## src/rtl/audio_frame_scheduler_if.sv

```systemverilog
// ---------------------------------------------------------------------------
// audio_frame_scheduler_if
// Groups the buffer handshake, consumer request/grant bus, status and
// statistics signals of the audio frame scheduler.
//   master : the scheduler side (drives adv_read_enable, grants, frame_id,
//            timeout_err and the statistics counters)
//   slave  : the input buffer plus DSP lanes side (drives ready/full/valid,
//            lane enable/req/done and clear_err)
// Parameters:
//   NUM_CONSUMERS  number of DSP lanes
//   FRAME_ID_W     width of frame_id
// ---------------------------------------------------------------------------
interface audio_frame_scheduler_if #(
    parameter int NUM_CONSUMERS = 4,
    parameter int FRAME_ID_W    = 8
);
    logic                     buffer_ready;
    logic                     buffer_full;
    logic                     sample_valid;
    logic                     adv_read_enable;
    logic [NUM_CONSUMERS-1:0] cons_enable;
    logic [NUM_CONSUMERS-1:0] cons_req;
    logic [NUM_CONSUMERS-1:0] cons_done;
    logic [NUM_CONSUMERS-1:0] cons_grant;
    logic [FRAME_ID_W-1:0]    frame_id;
    logic [NUM_CONSUMERS-1:0] timeout_err;
    logic                     clear_err;
    logic [31:0]              frame_cnt;
    logic [15:0]              overrun_cnt;

    modport master (
        input  buffer_ready, buffer_full, sample_valid,
        input  cons_enable, cons_req, cons_done, clear_err,
        output adv_read_enable, cons_grant, frame_id, timeout_err,
        output frame_cnt, overrun_cnt
    );

    modport slave (
        output buffer_ready, buffer_full, sample_valid,
        output cons_enable, cons_req, cons_done, clear_err,
        input  adv_read_enable, cons_grant, frame_id, timeout_err,
        input  frame_cnt, overrun_cnt
    );
endinterface

```

## src/rtl/audio_frame_scheduler.sv

```systemverilog
// ---------------------------------------------------------------------------
// audio_frame_scheduler
// Shares the multichannel input buffer's parallel read port among
// NUM_CONSUMERS DSP lanes. Each frame, the enabled lanes are served one at a
// time in round-robin order; once all of them are done (or revoked by the
// per-grant watchdog) a single-cycle adv_read_enable pops the frame and
// frame_id advances.
//
// Ports:
//   i_sys_clk    system clock
//   i_sys_rst_n  asynchronous reset, active low
//   bus          audio_frame_scheduler_if.master
//                  in : buffer_ready, buffer_full, sample_valid, cons_enable,
//                       cons_req, cons_done, clear_err
//                  out: adv_read_enable, cons_grant, frame_id, timeout_err,
//                       frame_cnt, overrun_cnt
//
// Optional feature: define AUDIO_FRAME_SCHED_STATS_EN to build the
// frame_cnt / overrun_cnt statistics counters; otherwise both read 0.
// ---------------------------------------------------------------------------
module audio_frame_scheduler #(
    parameter int NUM_CONSUMERS  = 4,
    parameter int TIMEOUT_CYCLES = 1024,
    parameter int FRAME_ID_W     = 8
) (
    input  logic                    i_sys_clk,
    input  logic                    i_sys_rst_n,
    audio_frame_scheduler_if.master bus
);
    localparam int N     = NUM_CONSUMERS;
    localparam int PTR_W = (N > 1) ? $clog2(N) : 1;
    localparam int CNT_W = $clog2(TIMEOUT_CYCLES);

    typedef enum logic [2:0] {
        S_IDLE,
        S_ARB,
        S_GRANT,
        S_RELEASE,
        S_SETTLE
    } state_t;

    state_t               r_state;
    state_t               w_next_state;
    logic [N-1:0]         r_pending;
    logic [PTR_W-1:0]     r_rr_ptr;
    logic [PTR_W-1:0]     r_lane;
    logic [N-1:0]         r_grant;
    logic [CNT_W-1:0]     r_cnt;
    logic                 r_adv;
    logic [FRAME_ID_W-1:0] r_frame_id;
    logic [N-1:0]         r_timeout_err;

    logic [N-1:0]         w_cand;
    logic [PTR_W-1:0]     w_winner;
    logic                 w_lane_done;
    logic                 w_timeout_hit;
    logic                 w_frame_start;
    logic                 w_grant_start;
    logic                 w_grant_end;
    logic                 w_timeout;

    // First candidate at or after ptr, wrapping around the lane count.
    function automatic logic [PTR_W-1:0] rr_pick(input logic [N-1:0] cand,
                                                 input logic [PTR_W-1:0] ptr);
        logic [PTR_W-1:0] win;
        logic             found;
        int               idx;
        win   = '0;
        found = 1'b0;
        for (int i = 0; i < N; i++) begin
            idx = (int'(ptr) + i) % N;
            if (!found && cand[idx]) begin
                found = 1'b1;
                win   = PTR_W'(idx);
            end
        end
        return win;
    endfunction

    function automatic logic [PTR_W-1:0] next_ptr(input logic [PTR_W-1:0] w);
        if (int'(w) == N - 1)
            return '0;
        return w + PTR_W'(1);
    endfunction

    function automatic logic [N-1:0] onehot(input logic [PTR_W-1:0] l);
        logic [N-1:0] v;
        v    = '0;
        v[l] = 1'b1;
        return v;
    endfunction

    assign w_cand        = r_pending & bus.cons_req;
    assign w_winner      = rr_pick(w_cand, r_rr_ptr);
    assign w_lane_done   = bus.cons_done[r_lane];
    assign w_timeout_hit = (r_cnt == CNT_W'(TIMEOUT_CYCLES - 1));

    always_comb begin
        w_next_state  = r_state;
        w_frame_start = 1'b0;
        w_grant_start = 1'b0;
        w_grant_end   = 1'b0;
        w_timeout     = 1'b0;
        case (r_state)
            S_IDLE: begin
                if (bus.buffer_ready && (|bus.cons_enable)) begin
                    w_frame_start = 1'b1;
                    w_next_state  = S_ARB;
                end
            end
            S_ARB: begin
                if (r_pending == '0) begin
                    w_next_state = S_RELEASE;
                end else if (|w_cand) begin
                    w_grant_start = 1'b1;
                    w_next_state  = S_GRANT;
                end
            end
            S_GRANT: begin
                // A done arriving on the watchdog's last cycle still counts
                // as a clean release.
                if (w_lane_done) begin
                    w_grant_end  = 1'b1;
                    w_next_state = S_ARB;
                end else if (w_timeout_hit) begin
                    w_timeout    = 1'b1;
                    w_next_state = S_ARB;
                end
            end
            S_RELEASE: w_next_state = S_SETTLE;
            S_SETTLE:  w_next_state = S_IDLE;
            default:   w_next_state = S_IDLE;
        endcase
    end

    always_ff @(posedge i_sys_clk or negedge i_sys_rst_n) begin
        if (!i_sys_rst_n) begin
            r_state       <= S_IDLE;
            r_pending     <= '0;
            r_rr_ptr      <= '0;
            r_lane        <= '0;
            r_grant       <= '0;
            r_cnt         <= '0;
            r_adv         <= 1'b0;
            r_frame_id    <= '0;
            r_timeout_err <= '0;
        end else begin
            r_state <= w_next_state;
            // Registered pulse: high for exactly the RELEASE cycle.
            r_adv   <= (w_next_state == S_RELEASE);

            if (w_frame_start)
                r_pending <= bus.cons_enable;

            if (w_grant_start) begin
                r_grant  <= onehot(w_winner);
                r_lane   <= w_winner;
                r_rr_ptr <= next_ptr(w_winner);
                r_cnt    <= '0;
            end else if (r_state == S_GRANT) begin
                if (w_grant_end || w_timeout) begin
                    r_grant           <= '0;
                    r_pending[r_lane] <= 1'b0;
                end else begin
                    r_cnt <= r_cnt + CNT_W'(1);
                end
            end

            // A timeout in the same cycle as clear_err keeps its bit set.
            r_timeout_err <= (bus.clear_err ? '0 : r_timeout_err) |
                             (w_timeout ? onehot(r_lane) : '0);

            if (r_state == S_RELEASE)
                r_frame_id <= r_frame_id + FRAME_ID_W'(1);
        end
    end

    assign bus.adv_read_enable = r_adv;
    assign bus.cons_grant      = r_grant;
    assign bus.frame_id        = r_frame_id;
    assign bus.timeout_err     = r_timeout_err;

`ifdef AUDIO_FRAME_SCHED_STATS_EN
    logic [31:0] r_frame_cnt;
    logic [15:0] r_overrun_cnt;

    function automatic logic [15:0] sat_inc16(input logic [15:0] v);
        if (v == 16'hFFFF)
            return v;
        return v + 16'd1;
    endfunction

    always_ff @(posedge i_sys_clk or negedge i_sys_rst_n) begin
        if (!i_sys_rst_n) begin
            r_frame_cnt   <= '0;
            r_overrun_cnt <= '0;
        end else begin
            if (r_state == S_RELEASE)
                r_frame_cnt <= r_frame_cnt + 32'd1;
            if (bus.sample_valid && bus.buffer_full)
                r_overrun_cnt <= sat_inc16(r_overrun_cnt);
        end
    end

    assign bus.frame_cnt   = r_frame_cnt;
    assign bus.overrun_cnt = r_overrun_cnt;
`else
    logic w_unused_stats;
    assign w_unused_stats  = bus.sample_valid ^ bus.buffer_full;
    assign bus.frame_cnt   = '0;
    assign bus.overrun_cnt = '0;
`endif

endmodule

```

## src/flat_wrapper.sv

```systemverilog
// flat-port wrapper written by rule: the top's interface ports become plain ports
module audio_frame_scheduler_flat 
#(
    parameter int NUM_CONSUMERS  = 4,
    parameter int TIMEOUT_CYCLES = 1024,
    parameter int FRAME_ID_W     = 8
)
  (i_sys_clk, i_sys_rst_n, bus_buffer_ready, bus_buffer_full, bus_sample_valid, bus_cons_enable, bus_cons_req, bus_cons_done, bus_clear_err, bus_adv_read_enable, bus_cons_grant, bus_frame_id, bus_timeout_err, bus_frame_cnt, bus_overrun_cnt);
  audio_frame_scheduler_if #(.NUM_CONSUMERS(NUM_CONSUMERS), .FRAME_ID_W(FRAME_ID_W)) bus_i ();
  input  logic i_sys_clk;
  input  logic i_sys_rst_n;
  input wire logic [$bits(bus_i.buffer_ready)-1:0] bus_buffer_ready;
  input wire logic [$bits(bus_i.buffer_full)-1:0] bus_buffer_full;
  input wire logic [$bits(bus_i.sample_valid)-1:0] bus_sample_valid;
  input wire logic [$bits(bus_i.cons_enable)-1:0] bus_cons_enable;
  input wire logic [$bits(bus_i.cons_req)-1:0] bus_cons_req;
  input wire logic [$bits(bus_i.cons_done)-1:0] bus_cons_done;
  input wire logic [$bits(bus_i.clear_err)-1:0] bus_clear_err;
  output wire logic [$bits(bus_i.adv_read_enable)-1:0] bus_adv_read_enable;
  output wire logic [$bits(bus_i.cons_grant)-1:0] bus_cons_grant;
  output wire logic [$bits(bus_i.frame_id)-1:0] bus_frame_id;
  output wire logic [$bits(bus_i.timeout_err)-1:0] bus_timeout_err;
  output wire logic [$bits(bus_i.frame_cnt)-1:0] bus_frame_cnt;
  output wire logic [$bits(bus_i.overrun_cnt)-1:0] bus_overrun_cnt;
  assign bus_i.buffer_ready = bus_buffer_ready;
  assign bus_i.buffer_full = bus_buffer_full;
  assign bus_i.sample_valid = bus_sample_valid;
  assign bus_i.cons_enable = bus_cons_enable;
  assign bus_i.cons_req = bus_cons_req;
  assign bus_i.cons_done = bus_cons_done;
  assign bus_i.clear_err = bus_clear_err;
  assign bus_adv_read_enable = bus_i.adv_read_enable;
  assign bus_cons_grant = bus_i.cons_grant;
  assign bus_frame_id = bus_i.frame_id;
  assign bus_timeout_err = bus_i.timeout_err;
  assign bus_frame_cnt = bus_i.frame_cnt;
  assign bus_overrun_cnt = bus_i.overrun_cnt;
  audio_frame_scheduler #(.NUM_CONSUMERS(NUM_CONSUMERS), .TIMEOUT_CYCLES(TIMEOUT_CYCLES), .FRAME_ID_W(FRAME_ID_W)) u_core (.i_sys_clk(i_sys_clk), .i_sys_rst_n(i_sys_rst_n), .bus(bus_i));
endmodule
```

## config.mk

```make
export PLATFORM = sky130hd
export DESIGN_NAME = audio_frame_scheduler_flat
export DESIGN_NICKNAME = d
export VERILOG_FILES = /design/src/rtl/audio_frame_scheduler_if.sv /design/src/rtl/audio_frame_scheduler.sv /design/src/flat_wrapper.sv
export SDC_FILE = /design/constraint.sdc
export NUM_CORES = 1
export LEC_CHECK = 0
export ABC_AREA = 1
export BUFFER_PORTS_ARGS = -buffer_cell sky130_fd_sc_hd__buf_2
export CAP_MARGIN = 5
export CORE_MARGIN = 1
export CORE_UTILIZATION = 35
export DETAILED_ROUTE_END_ITERATION = 8
export GPL_TIMING_DRIVEN = 0
export HOLD_SLACK_MARGIN = 0.15
export PLACE_DENSITY = 0.68
export SYNTH_ARGS = -nofsm -noshare
export SYNTH_HDL_FRONTEND = slang
export SYNTH_SLANG_ARGS = --single-unit
```

## constraint.sdc

```tcl
create_clock -name i_sys_clk -period 3.7 [get_ports i_sys_clk]
set_input_delay 0.185 -clock i_sys_clk [delete_from_list [all_inputs] [get_ports i_sys_clk]]
set_output_delay 0.185 -clock i_sys_clk [all_outputs]
set_load 0.02 [all_outputs]
```

* Yosys cells after proc, flatten, opt, wreduce, memory -nomap -nowiden
Index checks and enable logic that the tools add are counted.
** Storage, ports and cells
- Flip-flop bits (word level) :: 38
- Input port bits :: 18
- Word-level logic and storage cells :: 114
- Output and inout bits :: 65
** Cells by class
- $add $sub $neg :: 6
- Equality and inequality tests :: 7
- Mux-type cells :: 56
- Order comparisons :: 8
- Reductions and logical operators :: 21
- Bitwise gates (word level) :: 7
** Operators with widths (number)
- 2-to-1 mux 4 bit :: 9
- 2-to-1 mux 10 bit :: 3
- 2-to-1 mux 1 bit :: 25
- 2-to-1 mux 3 bit :: 5
- less-than comparator 3 x 4 -> 1 bit, second input constant :: 3
- 2-to-1 mux 2 bit :: 6
- case mux 3 bit (4 select lines) :: 1
- adder 10 x 1 -> 10 bit, second input constant :: 1
- binary-select mux 1 bit (select 2 bit) :: 5
- equality test 10 bit, second input constant :: 1
- equality test 3 x 2 -> 1 bit, second input constant :: 3
- less-than comparator 2 x 3 -> 1 bit, second input constant :: 3
- adder 8 x 1 -> 8 bit, second input constant :: 1
- AND 4 bit :: 2
- OR reduction 4 bit :: 2
- logical AND 1 bit :: 6
- OR reduction 2 bit :: 3
- adder 2 x 1 -> 2 bit, second input constant :: 2
- adder 2 bit, second input constant :: 2
- demux 1 bit (select 2 bit) :: 2
- greater-or-equal comparator 2 x 1 -> 1 bit, second input constant :: 2
- logical NOT 4 bit :: 1
- inverter 4 bit :: 1
- bitwise OR 4 bit :: 1
- other kinds (9) :: 15

* Depth between registers and ports, before layout
- Word-level depth :: 19
- Gate-level depth with buffers :: 15
- Mapped depth without buffers :: 14

* Worst setup path before layout
No wires, ideal clock.
- Path kind :: flip-flop to flip-flop
- From :: register u_core.r_rr_ptr[0]
- To :: register u_core.r_rr_ptr[1]
- Clock period less this slack :: 1.652 ns
- Arrival :: 1.575 ns
- Setup slack :: 2.048 ns
- Data required time :: 3.623 ns
- Path buffers :: 1
- Setup time :: 0.077 ns
- Stages on the path, launching flop included :: 13
- Cell sequence :: dfrtp_1 -> buf_4 -> inv_2 -> nand3_1 -> nand3_1 -> nand2_1 -> inv_1 -> nor2_1 -> nor2_1 -> nand3_1 -> inv_1 -> ha_1 -> o21ai_1
** On the way
- Word-level cells in the longest chain between the ends :: 16
- Elaborated cells on any way between the ends :: 32
- Those cells by class :: add/sub: 4; eq/ne: 1; mux: 21; reduce/logical: 6
** RTL lines
- start: declaration :: line audio_frame_scheduler.sv:45 : logic [PTR_W-1:0] r_rr_ptr;
- start signal: assignment :: line audio_frame_scheduler.sv:158 : r_rr_ptr <= next_ptr(w_winner);
- adder 2 x 1 -> 2 bit or binary-select mux 1 bit (select 2 bit) (tied branches) :: line audio_frame_scheduler.sv:71, audio_frame_scheduler.sv:72
- binary-select mux 1 bit (select 2 bit) or 2-to-1 mux 1 bit (tied branches) :: line audio_frame_scheduler.sv:72 : if (!found && cand[idx]) begin
- 2-to-1 mux 1 bit (implied by the code) :: line audio_frame_scheduler.sv:72
- 2-to-1 mux 1 bit (implied by the code) or logical NOT 1 bit (tied branches) :: line audio_frame_scheduler.sv:72
- logical AND 1 bit :: line audio_frame_scheduler.sv:72
- 2-to-1 mux 1 bit :: line audio_frame_scheduler.sv:72
- logical NOT 1 bit :: line audio_frame_scheduler.sv:72
- logical AND 1 bit :: line audio_frame_scheduler.sv:72
- 2-to-1 mux 1 bit :: line audio_frame_scheduler.sv:72
- logical NOT 1 bit :: line audio_frame_scheduler.sv:72
- logical AND 1 bit :: line audio_frame_scheduler.sv:72
- 2-to-1 mux 2 bit (*) :: line audio_frame_scheduler.sv:72
- net u_core.w_winner[1] :: line audio_frame_scheduler.sv:54 : logic [PTR_W-1:0] w_winner;
- equality test 2 x 1 -> 1 bit :: line audio_frame_scheduler.sv:81 : if (int'(w) == N - 1)
- 2-to-1 mux 1 bit :: line audio_frame_scheduler.sv:81
- 2-to-1 mux 1 bit :: line audio_frame_scheduler.sv:155 : if (w_grant_start) begin
- 2-to-1 mux 2 bit (*) :: line audio_frame_scheduler.sv:83 : return w + PTR_W'(1);
The timed path passes the listed nets; every way through them passes the cells marked *. The select of a mux whose other input is x is not followed.
A chain may end at the register's enable or synchronous reset.

* Worst setup path in the final report
- From :: register u_core.r_rr_ptr[0]
- To :: register u_core.r_grant[0] (netlist: u_core.bus.cons_grant[0])
** On the way
- Word-level cells in the longest chain between the ends :: 17
- Elaborated cells on any way between the ends :: 33
- Those cells by class :: add/sub: 3; order compare: 2; mux: 21; reduce/logical: 7
** RTL lines
- adder 2 x 1 -> 2 bit or binary-select mux 1 bit (select 2 bit) (tied branches) :: line audio_frame_scheduler.sv:71, audio_frame_scheduler.sv:72
- binary-select mux 1 bit (select 2 bit) or 2-to-1 mux 1 bit (tied branches) :: line audio_frame_scheduler.sv:72
- 2-to-1 mux 1 bit (implied by the code) :: line audio_frame_scheduler.sv:72
- 2-to-1 mux 1 bit (implied by the code) or logical NOT 1 bit (tied branches) :: line audio_frame_scheduler.sv:72
- logical AND 1 bit :: line audio_frame_scheduler.sv:72
- 2-to-1 mux 1 bit :: line audio_frame_scheduler.sv:72
- logical NOT 1 bit :: line audio_frame_scheduler.sv:72
- logical AND 1 bit :: line audio_frame_scheduler.sv:72
- [2 not listed]
- logical AND 1 bit :: line audio_frame_scheduler.sv:72
- 2-to-1 mux 2 bit (*) :: line audio_frame_scheduler.sv:72
- net u_core.w_winner[0] :: line audio_frame_scheduler.sv:54
- less-than comparator 2 x 3 -> 1 bit (implied by the code) or greater-or-equal comparator 2 x 1 -> 1 bit (tied branches) :: line audio_frame_scheduler.sv:89 : v[l] = 1'b1;
- logical AND 1 bit (implied by the code) :: line audio_frame_scheduler.sv:89
- 2-to-1 mux 1 bit (implied by the code) :: line audio_frame_scheduler.sv:89
- demux 1 bit (select 2 bit) (*)
- 2-to-1 mux 4 bit (*) :: line audio_frame_scheduler.sv:155
- end signal: assignment :: line audio_frame_scheduler.sv:156 : r_grant <= onehot(w_winner);
- end: declaration :: line audio_frame_scheduler.sv:47 : logic [N-1:0] r_grant;
Marked as above.

==> results_dict.tcl <==
set metrics [dict create \
    status "completed" \
    grt_pass1_vias 1866 \
    cts_resized 0 \
    grt_pass1_wl_um 7960 \
    overflow 0 \
    grt_usage 0.136 \
    reg2reg_to "u_core.bus.cons_grant[0]" \
    die-area_mm2 0.00736 \
    end_kind "flip-flop" \
    via_per_inst 4.16 \
    antenna_found_initial 0 \
    wire_per_inst_um 9.47 \
    power.density_mw_per_mm2 606 \
    route.detailed.drc 0 \
    hold_depth 5 \
    wirelength_um 4770 \
    cts_root_buf "clkbuf_8" \
    coreArea_mm2 0.00679 \
    drt_first_pass_iters 4 \
    h-tree-depth 2 \
    r2r_slack_ps 1790 \
    yosysTopAreaCell "dfrtp_1" \
    power_leakage_nw 1.73 \
    finalSetupViolations 0 \
    ys_seq_area_frac 0.387 \
    dpl.hpwl_um 3700 \
    gp_congestion 0.850 \
    post_cts_buffers 0 \
    avgSynthCellArea_um2 7.70 \
    fp.dieW_um 85.8 \
    worstPathArrival_ps 2100 \
    n_antenna_cell 0 \
    cts_buffers 5 \
    power_mw 1.86 \
    initial_core_util 0.362 \
    vias 2099 \
    crit_end "u_core.bus.cons_grant[0]" \
    worst_pin_slew_ps 850 \
    skew_ps 8.24 \
    die_h_um 85.8 \
    critPathLaunchType "flip-flop" \
    cts.sinks 38 \
    hold_viol 0 \
    relSlewSlack 0.433 \
    finalMaxSlewViolations 0 \
    cts_hold_buf 2 \
    grt_setup_unrepaired "no" \
    worstPathMaxFanout 9 \
    worstPathRequired_ps 3890 \
    tns_ps 0 \
    reg2reg_from "u_core.r_rr_ptr[0]" \
    port_buffers 32 \
    maxCapViolCount 0 \
    pin_count 83 \
    area_delta_synth_final_pct 25.0 \
    ant_nets 0 \
    max_freq_ghz 0.523 \
    rows 30 \
    synthesis.area_mm2 0.00246 \
    insertion_delay_ps 300 \
    drive_gt1_frac 0.255 \
    clk_pin_slew_worst_paths_ps 80 \
    fin_crit_ps 1910 \
    yosysTopAreaCellShare 0.387 \
    criticalPathCategory "reg2reg" \
    initialDrtViolationCount 78 \
    synth_cell_type_count 27 \
    startpoint "u_core.r_rr_ptr[0]" \
    nNetsFinal 431 \
    clockBufferDepth 2 \
    cts_tree "built" \
    synth-seq-cells 38 \
    synth_warnings 0 \
    worst-r2r-cell-count 14 \
    min_period_over_period 0.517 \
    irDropWorstVdd_v 0.000294 \
    hold_path_class "in2reg" \
    grt_max_degree 39 \
    syn_inst 319 \
    ys_top_cells_by_area "dfrtp_1 (39%), buf_4 (15%), nand2_1 (11%)" \
]
==> where the power goes <==
part	leakage [nW]	internal (mW)	switching [mW]
Sequential	0.509	0.518	0.0919
Clock	0.0683	0.270	0.154
Combinational	1.15	0.282	0.545
Total	1.73	1.07	0.791
==> sequential cells by signal (all words and copies together) (netlist names) <==
name / flops
u_core.bus.adv_read_enable: 1
u_core.bus.frame_id: 8
u_core.r_cnt: 10
u_core.r_state: 3
u_core.bus.timeout_err: 4
u_core.bus.cons_grant: 4
u_core.r_rr_ptr: 2
u_core.r_pending: 4
u_core.r_lane: 2
==> worst max-delay path, cell delays in order (launching register included) <==
cell and delay, ps:
dfrtp_1 360, buf_4 160, inv_2 130, nand3_1 150, nand3_1 100, nand2_1 100
nand2_1 80, nand2_1 50, nand2_1 50, nand2_1 70, nand2_1 130, inv_1 90
ha_1 210, nand2_1 70, nand2_1 50
==> cells in the final DEF, fill, tap and decap left out <==
cell	n
nand2_2	2
buf_2	32
o22ai_1	4
xor2_1	10
bufinv_16	2
nor2_2	2
a21oi_2	2
o21ai_0	6
inv_1	37
nand3b_1	1
clkbuf_8	5
dlygate4sd3_1	2
buf_4	49
or2_0	1
xnor2_1	3
conb_1	48
dfrtp_1	38
nand3_1	37
o21ai_2	1
ha_1	6
a21oi_1	1
nand3_2	1
clkbuf_1	2
nand2_1	72
clkinv_4	1
nor3_1	3
nand4_1	5
buf_6	1
inv_2	5
nor2_1	16
nor2_4	1
o21ai_1	12
==> layer usage <==
metal,vias to the layer above,global-route usage,routed length [um]
met5,-,0,0
met3,5,0.0395,289
li1,1080,-,-
met1,953,0.166,2030
met4,0,0.0409,53
met2,61,0.234,2400
==> cell type report <==
class	instances	area [um2]
tap	96	120
timing repair buffer	34	180
clock buffer	5	68.8
inverter	42	158
sequential	38	951
fill	679	3720
clock inverter	3	68.8
multi-input combinational	234	1140
buffer	52	387
==> per-stage QoR <==
step	cell area [um2]	hold slack, ps	setup WS (ps)	std cells	utilization
floorplan	2630	-111	2050	366	-
global placement	2910	340	1860	494	0.429
detailed placement	2910	347	1820	494	0.429
CTS	3070	263	1780	504	0.452
global route	3070	302	1600	504	0.452
finish	3070	264	1790	504	0.452
==> cells in the mapped netlist <==
library cell  number
a21oi_2            2
conb_1             1
inv_1             37
dfrtp_1           38
buf_6              1
buf_4             49
inv_2              5
xor2_1            10
nand2_2            2
nor2_4             1
nand3b_1           1
nand3_1           37
or2_0              1
o21ai_0            6
a21oi_1            1
nand2_1           72
nor3_1             3
nand4_1            5
nand3_2            1
clkbuf_1           2
nor2_1            16
nor2_2             2
o22ai_1            4
xnor2_1            3
o21ai_1           12
o21ai_2            1
ha_1               6
==> worst min path at each step <==
stage | from | end | slack, ps
after floorplan | i_sys_rst_n | u_core.bus.adv_read_enable | -110
after global placement | i_sys_rst_n | u_core.r_cnt[0] | 340
after detailed placement | i_sys_rst_n | u_core.r_cnt[3] | 350
after CTS | bus_cons_enable[1] | u_core.r_pending[1] | 260
after global routing | bus_cons_enable[3] | u_core.r_pending[3] | 300
final | bus_cons_enable[1] | u_core.r_pending[1] | 260
==> cells by family (layout without fill, tap and decap cells) <==
kind of cell | count (synthesis) | after routing | share of synthesized area
AND/OR/NAND/NOR | 141 | 141 | 0.253
flip-flops | 38 | 38 | 0.387
AO/OA/AOI/OAI | 26 | 26 | 0.0596
other | 1 | 48 | 0.00153
buffers and inverters | 94 | 136 | 0.222
adder cells (fa/ha/maj) | 6 | 6 | 0.0306
XOR/XNOR | 13 | 13 | 0.0464
(Power assumes the default switching activity.)
